--- config.mk ---
export PLATFORM = sky130hd
export DESIGN_NAME = pipeline_hazard_ctrl
export DESIGN_NICKNAME = d
export VERILOG_FILES = /design/src/rtl/pipeline_hazard_ctrl.sv
export SDC_FILE = /design/constraint.sdc
export NUM_CORES = 1
export LEC_CHECK = 0
export ABC_AREA = 0
export CAP_MARGIN = 15
export CORE_AREA = 2 2 117 119
export DETAILED_ROUTE_END_ITERATION = 10
export DIE_AREA = 0 0 119 121
export GPL_TIMING_DRIVEN = 1
export SLEW_MARGIN = 20
export SYNTH_ARGS = -nofsm -noshare
export SYNTH_HDL_FRONTEND = slang
export SYNTH_SLANG_ARGS = --single-unit
--- constraint.sdc ---
create_clock -name clk -period 6.1 [get_ports clk]
set_input_delay 1.22 -clock clk [delete_from_list [all_inputs] [get_ports clk]]
set_output_delay 1.22 -clock clk [all_outputs]
set_load 0.01 [all_outputs]
--- src/rtl/pipeline_hazard_ctrl.sv ---
// Stall/flush sequencer for the 5-stage RV32 pipeline: merges load-use, mispredict,
// IMEM readiness and DMEM handshake into per-stage controls, with a DMEM wait/timeout FSM.
module pipeline_hazard_ctrl #(
  parameter int unsigned DMEM_TIMEOUT = 255,
  parameter int unsigned CNT_W        = 32
) (
  input  logic             clk,
  input  logic             rst,
  input  logic             load_use_hazard,
  input  logic             branch_mispredict_ex,
  input  logic             imem_ready,
  input  logic             dmem_req,
  input  logic             dmem_ack,
  output logic             stall_if,
  output logic             stall_id,
  output logic             stall_ex,
  output logic             stall_mem,
  output logic             flush_id,
  output logic             flush_ex,
  output logic             bubble_mem,
  output logic             dmem_timeout,
  output logic [CNT_W-1:0] stall_cycles,
  output logic [CNT_W-1:0] flush_count
);

  localparam int unsigned WAIT_W = $clog2(DMEM_TIMEOUT + 1) + 1;
  localparam logic [WAIT_W-1:0] TIMEOUT_VAL = WAIT_W'(DMEM_TIMEOUT);
  localparam logic [CNT_W-1:0]  CNT_MAX     = {CNT_W{1'b1}};

  localparam logic [1:0] ST_RUN      = 2'd0;
  localparam logic [1:0] ST_MEM_WAIT = 2'd1;
  localparam logic [1:0] ST_FAULT    = 2'd2;

  logic [1:0]        state_q, state_d;
  logic [WAIT_W-1:0] wait_q, wait_d;
  logic              timeout_q, timeout_d;
  logic [CNT_W-1:0]  stall_cnt_q, stall_cnt_d;
  logic [CNT_W-1:0]  flush_cnt_q, flush_cnt_d;
  logic              run_rules;
  logic              mispredict_taken;
  logic              any_stall;

  // Next-state and zero-latency control decode.
  always_comb begin
    state_d          = state_q;
    wait_d           = wait_q;
    timeout_d        = timeout_q;
    run_rules        = 1'b0;
    mispredict_taken = 1'b0;
    stall_if         = 1'b0;
    stall_id         = 1'b0;
    stall_ex         = 1'b0;
    stall_mem        = 1'b0;
    flush_id         = 1'b0;
    flush_ex         = 1'b0;
    bubble_mem       = 1'b0;

    case (state_q)
      ST_RUN: begin
        if (dmem_req && !dmem_ack) begin
          {stall_if, stall_id, stall_ex, stall_mem} = 4'b1111;
          state_d = ST_MEM_WAIT;
          wait_d  = WAIT_W'(1);
        end else begin
          run_rules = 1'b1;
        end
      end
      ST_MEM_WAIT: begin
        if (!dmem_ack) begin
          {stall_if, stall_id, stall_ex, stall_mem} = 4'b1111;
          wait_d = wait_q + WAIT_W'(1);
          if (wait_q == TIMEOUT_VAL) begin
            state_d   = ST_FAULT;
            timeout_d = 1'b1;
          end else begin
            state_d = ST_MEM_WAIT;
          end
        end else begin
          run_rules = 1'b1;
          state_d   = ST_RUN;
        end
      end
      ST_FAULT: begin
        {stall_if, stall_id, stall_ex, stall_mem} = 4'b1111;
        timeout_d = 1'b1;
      end
      default: begin
        state_d = ST_RUN;
      end
    endcase

    // A mispredict alongside load-use is dropped: its EX operand is stale and it re-presents.
    if (run_rules) begin
      if (load_use_hazard) begin
        {stall_if, stall_id, stall_ex} = 3'b111;
        bubble_mem = 1'b1;
      end else if (branch_mispredict_ex) begin
        flush_id         = 1'b1;
        flush_ex         = 1'b1;
        mispredict_taken = 1'b1;
      end else if (!imem_ready) begin
        stall_if = 1'b1;
        flush_id = 1'b1;
      end else begin
        flush_id = 1'b0;
      end
    end else begin
      mispredict_taken = 1'b0;
    end

    if (rst) begin
      {stall_if, stall_id, stall_ex, stall_mem} = 4'b0000;
      {flush_id, flush_ex, bubble_mem}          = 3'b000;
      mispredict_taken                          = 1'b0;
    end else begin
      state_d = state_d;
    end

    any_stall = stall_if | stall_id | stall_ex | stall_mem;

    if (any_stall && (stall_cnt_q != CNT_MAX)) begin
      stall_cnt_d = stall_cnt_q + CNT_W'(1);
    end else begin
      stall_cnt_d = stall_cnt_q;
    end

    if (mispredict_taken && (flush_cnt_q != CNT_MAX)) begin
      flush_cnt_d = flush_cnt_q + CNT_W'(1);
    end else begin
      flush_cnt_d = flush_cnt_q;
    end
  end

  // State, wait counter, sticky fault flag and performance counters.
  always_ff @(posedge clk) begin
    if (rst) begin
      state_q     <= ST_RUN;
      wait_q      <= '0;
      timeout_q   <= 1'b0;
      stall_cnt_q <= '0;
      flush_cnt_q <= '0;
    end else begin
      state_q     <= state_d;
      wait_q      <= wait_d;
      timeout_q   <= timeout_d;
      stall_cnt_q <= stall_cnt_d;
      flush_cnt_q <= flush_cnt_d;
    end
  end

  assign dmem_timeout = timeout_q;
  assign stall_cycles = stall_cnt_q;
  assign flush_count  = flush_cnt_q;

endmodule

* Word level (Yosys, flattened, before mapping)
Index checks and enable logic that the tools add are counted.
Word-level totals: bits in registers 76, input bits 7, output and inout bits 72, logic and storage cells 67
Cells by class: add/sub/neg operators 3, equality and inequality tests 8, muxes and demuxes 37, bitwise operators 4, reductions and logical operators 10
Operators with widths (count):
- 32-bit by 1-bit adder with 32-bit output (second input constant) | 2
- 32-bit != test (second input constant) | 2
- 1-bit two-way mux | 27
- 9-bit two-way mux | 2
- 9-bit case mux with 2 select lines | 1
- 9-bit by 1-bit adder with 9-bit output (second input constant) | 1
- 9-bit by 8-bit == test with 1-bit output (second input constant) | 1
- 2-bit two-way mux | 3
- 2-bit != test (second input constant) | 3
- 2-bit case mux with 3 select lines | 1
- 3-bit AND reduction | 2
- 1-bit case mux with 2 select lines | 2
- 2-bit nonzero test | 2
- 1-bit logical AND | 3
- 1-bit OR | 3
- 1-bit case mux with 3 select lines | 1
- 2-bit by 1-bit == test with 1-bit output (second input constant) | 1
- 2-bit == test (second input constant) | 1
- 2-bit zero test | 1
- 2-bit AND reduction | 1
- 1-bit zero test | 1
- 1-bit inverter | 1

* Logic depth before layout (Yosys ltp)
depth in word-level cells 13, mapped depth 10, mapped depth without buffers 10

* Worst setup path before layout
No wires, ideal clock.
path type in2out, start input port rst, end output port stall_id, arrival 2034 ps, data required time 4880 ps, setup slack 2846 ps, cell stages on the path 5, cell sequence inv_1 > clkbuf_1 > nand2_1 > nor2_1 > buf_4
On the way: longest elaborated chain between the ends 1
Ends and longest elaborated chain:
- start, declared | RTL line 8 | input logic rst,
- 1-bit two-way mux
- end, declared | RTL line 15 | output logic stall_id,
Every way passes these cells.

* Worst setup path after layout
start input port dmem_ack, end output port flush_ex
On the way: longest elaborated chain between the ends 6, elaborated cells on any way between the ends 7, classes of those cells 5 x mux; 2 x reduce/logical
Ends and longest elaborated chain:
- start, declared | RTL line 13 | input logic dmem_ack,
- 1-bit zero test
- 1-bit logical AND | RTL line 60 | if (dmem_req && !dmem_ack) begin
- 1-bit two-way mux | RTL line 60
- 1-bit case mux with 2 select lines * | RTL line 58 | case (state_q)
- 1-bit two-way mux * | RTL line 93 | if (run_rules) begin
- 1-bit two-way mux * | RTL line 111 | if (rst) begin
- end, declared | RTL line 19 | output logic flush_ex,
Every way passes the cells marked *; elsewhere a longest branch is shown, timed or not.

==> run_results.csv <==
group,metric,value,unit
power_and_ir_drop,cellLeakagePower,1.59,nW
logic_synthesis,synth-async-reset-ratio,0,%
logic_synthesis,top_area_cells_in_the_synthesized_netlist,"sky130_fd_sc_hd__dfxtp_1 39%, sky130_fd_sc_hd__a21oi_1 4.8%, sky130_fd_sc_hd__nor2_1 4.7%, sky130_fd_sc_hd__or3_1 4.5%, sky130_fd_sc_hd__nand4_1 3.7%",
layout,fin_nets,553,
layout,flow.area_growth_from_synthesis,32.2,%
sta,setup_violations,0,
grt,gr-usage-met2,24.3,%
grt,grt-ovfl-total,0,
place,post-dp-hpwl,7.20,mm
sta,final_min_period_over_clock_period,75.1,%
worst_setup_path,worst-r2r-cell-count,6,
die,floorplan.die.width,119,microns
die,floorplan.die_area,14400,sq um
logic_synthesis,synth-compound-area-share,16.5,%
die,core,13100,sq um
sta,clock_skew,0.00483,ns
logic_synthesis,post_synth_inst_count,473,
clock_tree,cts_tree,"built",
worst_setup_path,timing.critical_path.fanout_max,10,
grt,track_usage,14.5,%
logic_synthesis,largest_family_of_logic_cells_by_synthesized_area,"simple AND/OR/NAND/NOR gates",
logic_synthesis,mappedNetlistNets,484,
grt,grt_busiest_layer,"met2",
clock_tree,postCtsResizedCells,0,
routing,num_vias,3794,
sta,min_period,4.58,ns
worst_setup_path,regToRegEndpoint,"flush_count[5]",
layout,nFillCells,1310,
logic_synthesis,synth-edff-count,0,
clock_tree,h-tree-depth,3,
clock_tree,worst_setup_hold_path_clk_slew,0.05,ns
grt,grt_pass1_vias,3575,
grt,grt_antenna_before_repair,0,
sta,hold_viol_final,0,
logic_synthesis,yosysMostFrequentCell,"sky130_fd_sc_hd__dfxtp_1",
routing,drt_iter0_markers,253,
sta,max_slew.worst_pin.slew,1.00,ns
layout,utilization,39.1,%
logic_synthesis,muxShareOfSynthArea,4.23,%
layout,final_layout_size_suffix_gt1_share,7.13,%
die,floorplan.io_pins,79,
routing,totalWireLength,10.2,mm
clock_tree,postCtsSetupBuffers,0,
routing,drtAntennaViolNets,0,
logic_synthesis,ys.warnings.count,0,
sta,slew_violations,0,
logic_synthesis,synth.ff_latch_count,76,
logic_synthesis,yosys.area.top_type,"sky130_fd_sc_hd__dfxtp_1",
power_and_ir_drop,irDropWorstVdd,0.000133,V
die,chipHeight,121,microns
grt,grt_first_pass_wirelength,17.1,mm
logic_synthesis,synth_top_area_share,39.3,%
place,io_buffer_count,78,
power_and_ir_drop,powerDensity,219,nW/um^2
worst_setup_path,critical_path.endpoint,"flush_ex",
routing,routed_via_density,5.25,
job,max_cap_violations,0,
die,initial_utilization,29.6,%
routing,drc,0,
sta,timing.setup.tns,0,ns
worst_setup_path,cp.required,4.88,ns
logic_synthesis,post_synth_top_cells,"76 x sky130_fd_sc_hd__dfxtp_1, 48 x sky130_fd_sc_hd__nor2_1, 38 x sky130_fd_sc_hd__nand2_1",
worst_setup_path,startpoint,"dmem_ack",
worst_setup_path,cp.arrival,3.36,ns
logic_synthesis,synth_area,3870,sq um
routing,wire_per_inst,14.1,microns
worst_setup_path,worstSetupEndpointType,"output pin",
logic_synthesis,yosys.area_share.simple,31.6,%
grt,global_route.usage.met3,3.85,%
worst_setup_path,reg2reg_setup_slack,3.34,ns
clock_tree,clock_latency,0.33,ns
grt,pin_count_of_the_biggest_net_entering_global_routing,75,
clock_tree,number_of_sinks_driven_by_the_clock_tree,76,
worst_setup_path,rr_startpoint,"flush_count[0]",
status,run_status,"finished clean",
logic_synthesis,commonest_register_cell_after_synthesis,"sky130_fd_sc_hd__dfxtp_1",
layout,antenna_cells,0,
sta,achievable-frequency,218,MHz
logic_synthesis,synth.lib_cells_used.distinct,50,
layout,area.sequential,1520,sq um
logic_synthesis,yosys.area_share.adder,1.29,%
logic_synthesis,synth-xor-area-share,3.39,%
sta,rsz_0062_raised_after_global_routing,"no",
sta,slew-limit-headroom,32.2,%
hold_path,holdCritPathClass,"reg2reg",
die,placement_rows,42,
worst_setup_path,timing.setup.critical_path_class,"in2out",
logic_synthesis,synth-seq-area-share,39.3,%
grt,gr-usage-met1,17.9,%
layout,multi_input_comb_area,2220,sq um
worst_setup_path,critPathLaunchType,"primary input",
clock_tree,clk_path_buf_depth,2,
routing,dr.pass1.iters,7,
place,place.gp.congestion,0.813,
clock_tree,root_buffer,"sky130_fd_sc_hd__clkbuf_16",
clock_tree,clock_buffers_created_by_tritoncts,9,
logic_synthesis,syn-mean-instance-area,8.18,sq um
clock_tree,cts.hold.buffers_added,0,
==> cells by family after synthesis <==
family	Yosys count
AOI/OAI and AO/OA	101
and+or+nand+nor	227
buffers and inverters	35
xor gates and xnor gates	15
muxes	15
adders and majority gates	4
DFF	76
==> layout by cell type, fill, tap and decap left out, types with 13 or more instances in the layout <==
cell type,count
sky130_fd_sc_hd__dfxtp_1,76
sky130_fd_sc_hd__clkdlybuf4s50_1,77
sky130_fd_sc_hd__nand4_1,23
sky130_fd_sc_hd__nand3_1,22
sky130_fd_sc_hd__or3_1,28
sky130_fd_sc_hd__nand2_1,38
sky130_fd_sc_hd__a21oi_1,37
sky130_fd_sc_hd__nor4_1,13
sky130_fd_sc_hd__o21ai_0,26
sky130_fd_sc_hd__nor2_1,48
==> where the power goes <==
part / internal [mW] / total (mW) / switching [mW]
registers: 0.499 / 0.504 / 0.00484
logic: 0.0192 / 0.0477 / 0.0285
clock network: 0.367 / 0.569 / 0.202
total: 0.886 / 1.12 / 0.235
==> area by class of cell <==
class,count,area share (%)
flip-flops and latches,76,29.7
repair buffers,80,15.5
clock inverters,5,1.47
well taps,176,4.30
inverters,13,0.954
clock buffers,11,4.74
multi-input cells,362,43.3
==> layer usage <==
metal,vias up,share of wire [%],wire length (microns)
li1,1908,-,-
met1,1777,47,4760
met2,100,47,4810
met3,9,4.9,500
met4,0,1.0,106
met5,-,0,0
==> flip-flops by register name, summed over array words and instances, names as in the netlist <==
name          count
wait_q            9
stall_cycles     32
state_q           2
flush_count      32
dmem_timeout      1
==> critical path, stage by stage <==
cell and delay, ns:
sky130_fd_sc_hd__clkdlybuf4s50_1 0.55, sky130_fd_sc_hd__o21ba_2 0.21, sky130_fd_sc_hd__nor3_1 0.26, sky130_fd_sc_hd__nand3_1 0.26, sky130_fd_sc_hd__clkinv_1 0.28, sky130_fd_sc_hd__clkdlybuf4s50_1 0.59
==> worst min-delay path by stage <==
stage	from	end	slack [ns]	cells past startpoint
floorplan	wait_q[8]	wait_q[8]	0.46	2
global placement	dmem_timeout	dmem_timeout	0.44	1
detailed placement	dmem_timeout	dmem_timeout	0.46	1
CTS	dmem_timeout	dmem_timeout	0.47	1
global route	dmem_timeout	dmem_timeout	0.48	1
finish	dmem_timeout	dmem_timeout	0.46	1
==> metrics by stage <==
stage | cell area, sq um | cells | setup slack (ns) | hold WS (ns) | power [mW]
2_1_floorplan | 3870 | 473 | 2.85 | 0.457 | 0.542
3_3_place_gp | 4790 | 707 | 1.59 | 0.445 | 0.562
3_5_place_dp | 4790 | 707 | 1.52 | 0.461 | 0.563
4_1_cts | 5110 | 723 | 1.52 | 0.474 | 1.14
5_1_grt | 5120 | 723 | 1.34 | 0.477 | 1.16
6_report | 5120 | 723 | 1.52 | 0.464 | 1.12
No activity file was read; power rests on OpenSTA's default activity.
